`src/rtl/pwm_capture_pkg.sv`:
```
// Shared definitions for the servo PWM capture block and the joint PWM generators:
// FSM state encodings and the standard servo timing constants at 50 MHz.
package pwm_capture_pkg;

    // Capture FSM state encodings
    localparam logic [1:0] ST_IDLE = 2'd0;
    localparam logic [1:0] ST_HIGH = 2'd1;
    localparam logic [1:0] ST_LOW  = 2'd2;

    // Servo timing in 50 MHz clock cycles
    localparam int SERVO_PERIOD_CYC = 1_000_000;  // 20 ms frame
    localparam int SERVO_MIN_CYC    = 25_000;     // 0.5 ms
    localparam int SERVO_MID_CYC    = 75_000;     // 1.5 ms
    localparam int SERVO_MAX_CYC    = 125_000;    // 2.5 ms
    localparam int SIGNAL_LOST_CYC  = 2_000_000;  // 40 ms without an edge

endpackage

```
`src/rtl/pwm_capture_sync_edge.sv`:
```
// Two-flop synchronizer plus a history flop, giving single-cycle rise/fall
// pulses on the synchronized level. Reset value is a parameter so the same
// block serves active-low KEY inputs and idle-high PWM lines.
module sync_edge #(
    parameter logic RST_VAL = 1'b1
) (
    input  logic clk,
    input  logic rst,
    input  logic din,
    output logic rise,
    output logic fall
);

    logic s1, s2, s3;

    // Synchronize the asynchronous input and keep one cycle of history
    always_ff @(posedge clk) begin
        if (rst) begin
            s1 <= RST_VAL;
            s2 <= RST_VAL;
            s3 <= RST_VAL;
        end else begin
            s1 <= din;
            s2 <= s1;
            s3 <= s2;
        end
    end

    assign rise = s2 & ~s3;
    assign fall = ~s2 & s3;

endmodule

```
`src/rtl/pwm_capture.sv`:
```
// Servo-pulse receiver: measures high time and rise-to-rise period of the PWM
// input in clock cycles, flags out-of-range high times and loss of signal.
module pwm_capture
    import pwm_capture_pkg::*;
#(
    parameter int CNT_W       = 21,
    parameter int TIMEOUT_CYC = SIGNAL_LOST_CYC,
    parameter int MIN_HIGH    = SERVO_MIN_CYC,
    parameter int MAX_HIGH    = SERVO_MAX_CYC
) (
    input  logic             clk,
    input  logic             rst,
    input  logic             pwm_in,
    output logic [CNT_W-1:0] high_cyc,
    output logic [CNT_W-1:0] period_cyc,
    output logic             valid,
    output logic             range_err,
    output logic             lost
);

    localparam logic [CNT_W-1:0] CNT_ONE = CNT_W'(1);
    localparam logic [CNT_W-1:0] CNT_TO  = CNT_W'(TIMEOUT_CYC);
    localparam logic [CNT_W-1:0] HI_MIN  = CNT_W'(MIN_HIGH);
    localparam logic [CNT_W-1:0] HI_MAX  = CNT_W'(MAX_HIGH);

    logic             rise, fall;
    logic [CNT_W-1:0] cnt;
    logic [CNT_W-1:0] hi_tmp;
    logic [1:0]       state;
    logic             timeout;

    // Idle-high reset: a line held high through reset produces no rise
    sync_edge #(.RST_VAL(1'b1)) u_sync (
        .clk  (clk),
        .rst  (rst),
        .din  (pwm_in),
        .rise (rise),
        .fall (fall)
    );

    assign timeout = (cnt == CNT_TO);

    // Cycle counter restarted on every rise, saturating instead of wrapping
    always_ff @(posedge clk) begin
        if (rst) begin
            cnt <= '0;
        end else if (rise) begin
            cnt <= CNT_ONE;
        end else if (cnt != '1) begin
            cnt <= cnt + CNT_ONE;
        end
    end

    // Measurement FSM and registered report; an edge beats a same-cycle timeout
    always_ff @(posedge clk) begin
        if (rst) begin
            state      <= ST_IDLE;
            hi_tmp     <= '0;
            high_cyc   <= '0;
            period_cyc <= '0;
            valid      <= 1'b0;
            range_err  <= 1'b0;
            lost       <= 1'b1;
        end else begin
            valid <= 1'b0;
            case (state)
                ST_IDLE: begin
                    // First rise only starts a period; nothing to report yet
                    if (rise) state <= ST_HIGH;
                end
                ST_HIGH: begin
                    if (fall) begin
                        hi_tmp <= cnt;
                        state  <= ST_LOW;
                    end else if (timeout && !rise) begin
                        lost  <= 1'b1;
                        state <= ST_IDLE;
                    end
                end
                ST_LOW: begin
                    if (rise) begin
                        high_cyc   <= hi_tmp;
                        period_cyc <= cnt;
                        valid      <= 1'b1;
                        lost       <= 1'b0;
                        range_err  <= (hi_tmp < HI_MIN) | (hi_tmp > HI_MAX);
                        state      <= ST_HIGH;
                    end else if (timeout && !fall) begin
                        lost  <= 1'b1;
                        state <= ST_IDLE;
                    end
                end
                default: state <= ST_IDLE;
            endcase
        end
    end

endmodule

```
`config.mk`:
```
export PLATFORM = sky130hd
export DESIGN_NAME = pwm_capture
export DESIGN_NICKNAME = d
export VERILOG_FILES = /design/src/rtl/pwm_capture_pkg.sv /design/src/rtl/pwm_capture_sync_edge.sv /design/src/rtl/pwm_capture.sv
export SDC_FILE = /design/constraint.sdc
export NUM_CORES = 1
export LEC_CHECK = 0
export BUFFER_PORTS_ARGS = -buffer_cell sky130_fd_sc_hd__buf_2
export CORE_MARGIN = 8
export CORE_UTILIZATION = 60
export CTS_BUF_LIST = sky130_fd_sc_hd__clkbuf_4
export DETAILED_ROUTE_END_ITERATION = 8
export PLACE_DENSITY_LB_ADDON = 0.25
export RECOVER_POWER = 100
export SLEW_MARGIN = 30
export SYNTH_ARGS = -nofsm -noshare
export SYNTH_HDL_FRONTEND = slang
export SYNTH_SLANG_ARGS = --single-unit
```
`constraint.sdc`:
```
create_clock -name clk -period 4.4 [get_ports clk]
set_clock_uncertainty 0.05 [all_clocks]
set_input_delay 0.66 -clock clk [delete_from_list [all_inputs] [get_ports clk]]
set_output_delay 0.66 -clock clk [all_outputs]
set_load 0.01 [all_outputs]
```
==> impl_metrics.toml <==
[synthesis]
synth_area_leaders = "dfxtp_1 (48%), nand2_1 (14%), a21oi_1 (10%)"
yosysWarnings = 0
yosysSeqAreaShare_pct = 48.0
ys.flop_type = "dfxtp_1"
ys_types = 45
synth.top_cell.area_share_pct = 48.0
syn_nets = 486
synth_top_cell_by_area = "dfxtp_1"
synth_edf_count = 0
synth_cells = 481
synth_area_um2 = 3830
synth-seq-cells = 92
async_reset_ff_share_pct = 0
syn_avg_cell_area_um2 = 7.97

[timing]
worst_pin_slew_ns = 1.81
fin_crit_ns = 2.61
setup_violations = 0
slew_headroom_pct = -20.5
finalMaxSlewViolations = 46
hold_violations = 0
max_freq_mhz = 384
fin_crit_sh_pct = 59.2
final.setup.tns_ns = 0
rsz0062_at_grt = "false"

[placed_design]
place.gp.congestion = 0.858
port_buffers = 47
post-dp-hpwl_mm = 5.87
dp.cells = 574

[final_layout]
drive_above_1_share_pct = 5.65
syn_to_final_growth_pct = 7.18
finalNetCount = 513
final_cells = 590
n_antenna_cell = 0

[floorplanning]
coreArea_um2 = 6280
initial_core_util_pct = 61.1
die_y_um = 95.9
die_x_um = 95.9
die-area_um2 = 9210
io-pin-count = 48
std_cell_rows = 29

[worst_setup_path]
worstSetupPathType = "flip-flop to flip-flop"
endpoint_kind = "flip-flop"
cpPeakStageDelay_ns = 1.29
crit_required_ns = 4.70
cp_cell_sequence = "nor2b_1 -> nand2_1 -> clkbuf_1 -> a2111oi_0 -> a311oi_1"
cp-start-kind = "flip-flop"
worst_ep_arrival_time_ns = 2.90
crit_path_top_delay_cell = "clkbuf_1"
cp_max_fo = 45

[pwr]
total_power_uw = 1400
p_sw_share_pct = 23.0
switchingPower_uw = 322
combinationalPowerShare_pct = 2.0
max-vdd-ir-drop_mv = 0.221
clkPwrFrac_pct = 37.8
p_seq_share_pct = 60.2
powerDensity_nw_per_um2 = 341
internal-power_uw = 1080
leakage_uw = 0.00128

[clock_tree]
clk_pin_slew_ns = 0.14
cts_tree = "yes"
cts.sinks = 92
cts_buffers = 9
clkLatencyLatePin_ns = 0.44
cts_max_level = 3
postCtsSetupBuffers = 0
cts_buffer_depth = 2
cts_hold_buf = 0
cts-resized-gates = 0
cts_root_buf = "clkbuf_4"

[drt]
drt_iter0_drc = 233
post-route-drc-count = 0
via_per_inst = 5.89
postRouteAntennaNets = 0
totalWireLength_mm = 8.58
firstDrtPassIters = 4
num_vias = 3477
wl_per_cell_um = 14.5

[global_route]
grt_pass1_vias = 3124
grt_max_degree = 77
antenna_found_initial = 0
grt_pass1_wl_mm = 14.4
track_usage_pct = 19.6
grt-ovfl-total = 0

[worst_hold_path]
hold_class = "input port to flip-flop"

[run]
max_cap_violations = 1

[run_status]
status = "complete, but fails checks"
violations = "max-capacitance violations, max-slew violations"
[critical path: cells and delay by family, from the launching register on]
family | cells | cell delay [ns]
AND/OR/NAND/NOR | 2 | 0.22
flip-flops | 1 | 0.42
buffers and inverters | 1 | 1.29
AO/OA/AOI/OAI | 2 | 0.52
[path summary, 6_finish.rpt]
path         startpoint        end  slack [ns]  cells past startpoint
min reg2reg   u_sync.s1  u_sync.s2        0.38                      1
max reg2reg   u_sync.s3  range_err        1.79                      5
max           u_sync.s3  range_err        1.79                      5
min              pwm_in  u_sync.s1        0.35                      2
[routing by layer]
| layer | share of wire [%] | track usage [%] | vias to the layer above |
|---|---|---|---|
| met5 | 0 | 0 | - |
| met4 | 1.3 | 6.79 | 0 |
| li1 | - | - | 1724 |
| met2 | 47 | 31.8 | 124 |
| met3 | 8.3 | 4.60 | 12 |
| met1 | 43 | 24.9 | 1617 |
[area by class of cell]
type                       count  area (µm²)
inverter                       6        22.5
sequential                    92        1840
tap                           77        96.3
timing repair buffer          51         205
fill                         578        2170
clock inverter                 7        98.8
clock buffer                   9        67.6
multi-input combinational    348        1780
[registers in the layout, indices dropped and copies added (netlist names)]
signal      cells
cnt            21
high_cyc       21
hi_tmp         21
u_sync.s3       1
period_cyc     21
valid           1
u_sync.s1       1
state           2
range_err       1
lost            1
u_sync.s2       1
[metrics by stage]
| stage | hold WS [ns] | setup WS [ns] | util, % | instance area (µm²) |
|---|---|---|---|---|
| 2_1_floorplan | 0.339 | 2.76 | - | 3830 |
| 3_3_place_gp | 0.341 | 2.01 | 64.3 | 4040 |
| 3_5_place_dp | 0.347 | 1.98 | 64.3 | 4040 |
| 4_1_cts | 0.330 | 2.36 | 67.0 | 4200 |
| 5_1_grt | 0.319 | 1.47 | 65.5 | 4110 |
| 6_report | 0.347 | 1.79 | 65.5 | 4110 |
[cells by family after synthesis]
family,share of synthesized area [%]
AO/OA/AOI/OAI,16.9
multiplexers,0.522
AND/OR/NAND/NOR,29.2
flip-flops,48.0
buffers and inverters,4.73
adder cells (fa/ha/maj),0.652
[layout by cell type (no fill, tap or decap), drive strengths merged, types with 8 or more instances in the layout]
cell / count
a21oi: 78
clkbuf: 55
dfxtp: 92
inv: 8
nand2: 146
nand3: 11
nand4: 8
nor2: 12
nor3: 12
o21ai: 8
or4: 9
[power groups by stage]
stage               logic [µW]  clock network [µW]  registers [µW]
finish                    27.9                 530             843
global route              31.4                 573             844
CTS                       28.0                 535             843
detailed placement        27.8                   0             861
global placement          27.1                   0             861
floorplan                 24.1                   0             858
[cells in the mapped netlist (6+ instances only)]
library cell and instances:
a21oi_1 78, clkbuf_1 18, nor2_1 12, dfxtp_1 92
or4_1 8, nor3_1 12, inv_1 6, buf_2 11
nand3_1 9, nand2_1 146, nand4_1 7, o31ai_1 6
Note: power is estimated with default switching activity, not from simulation.
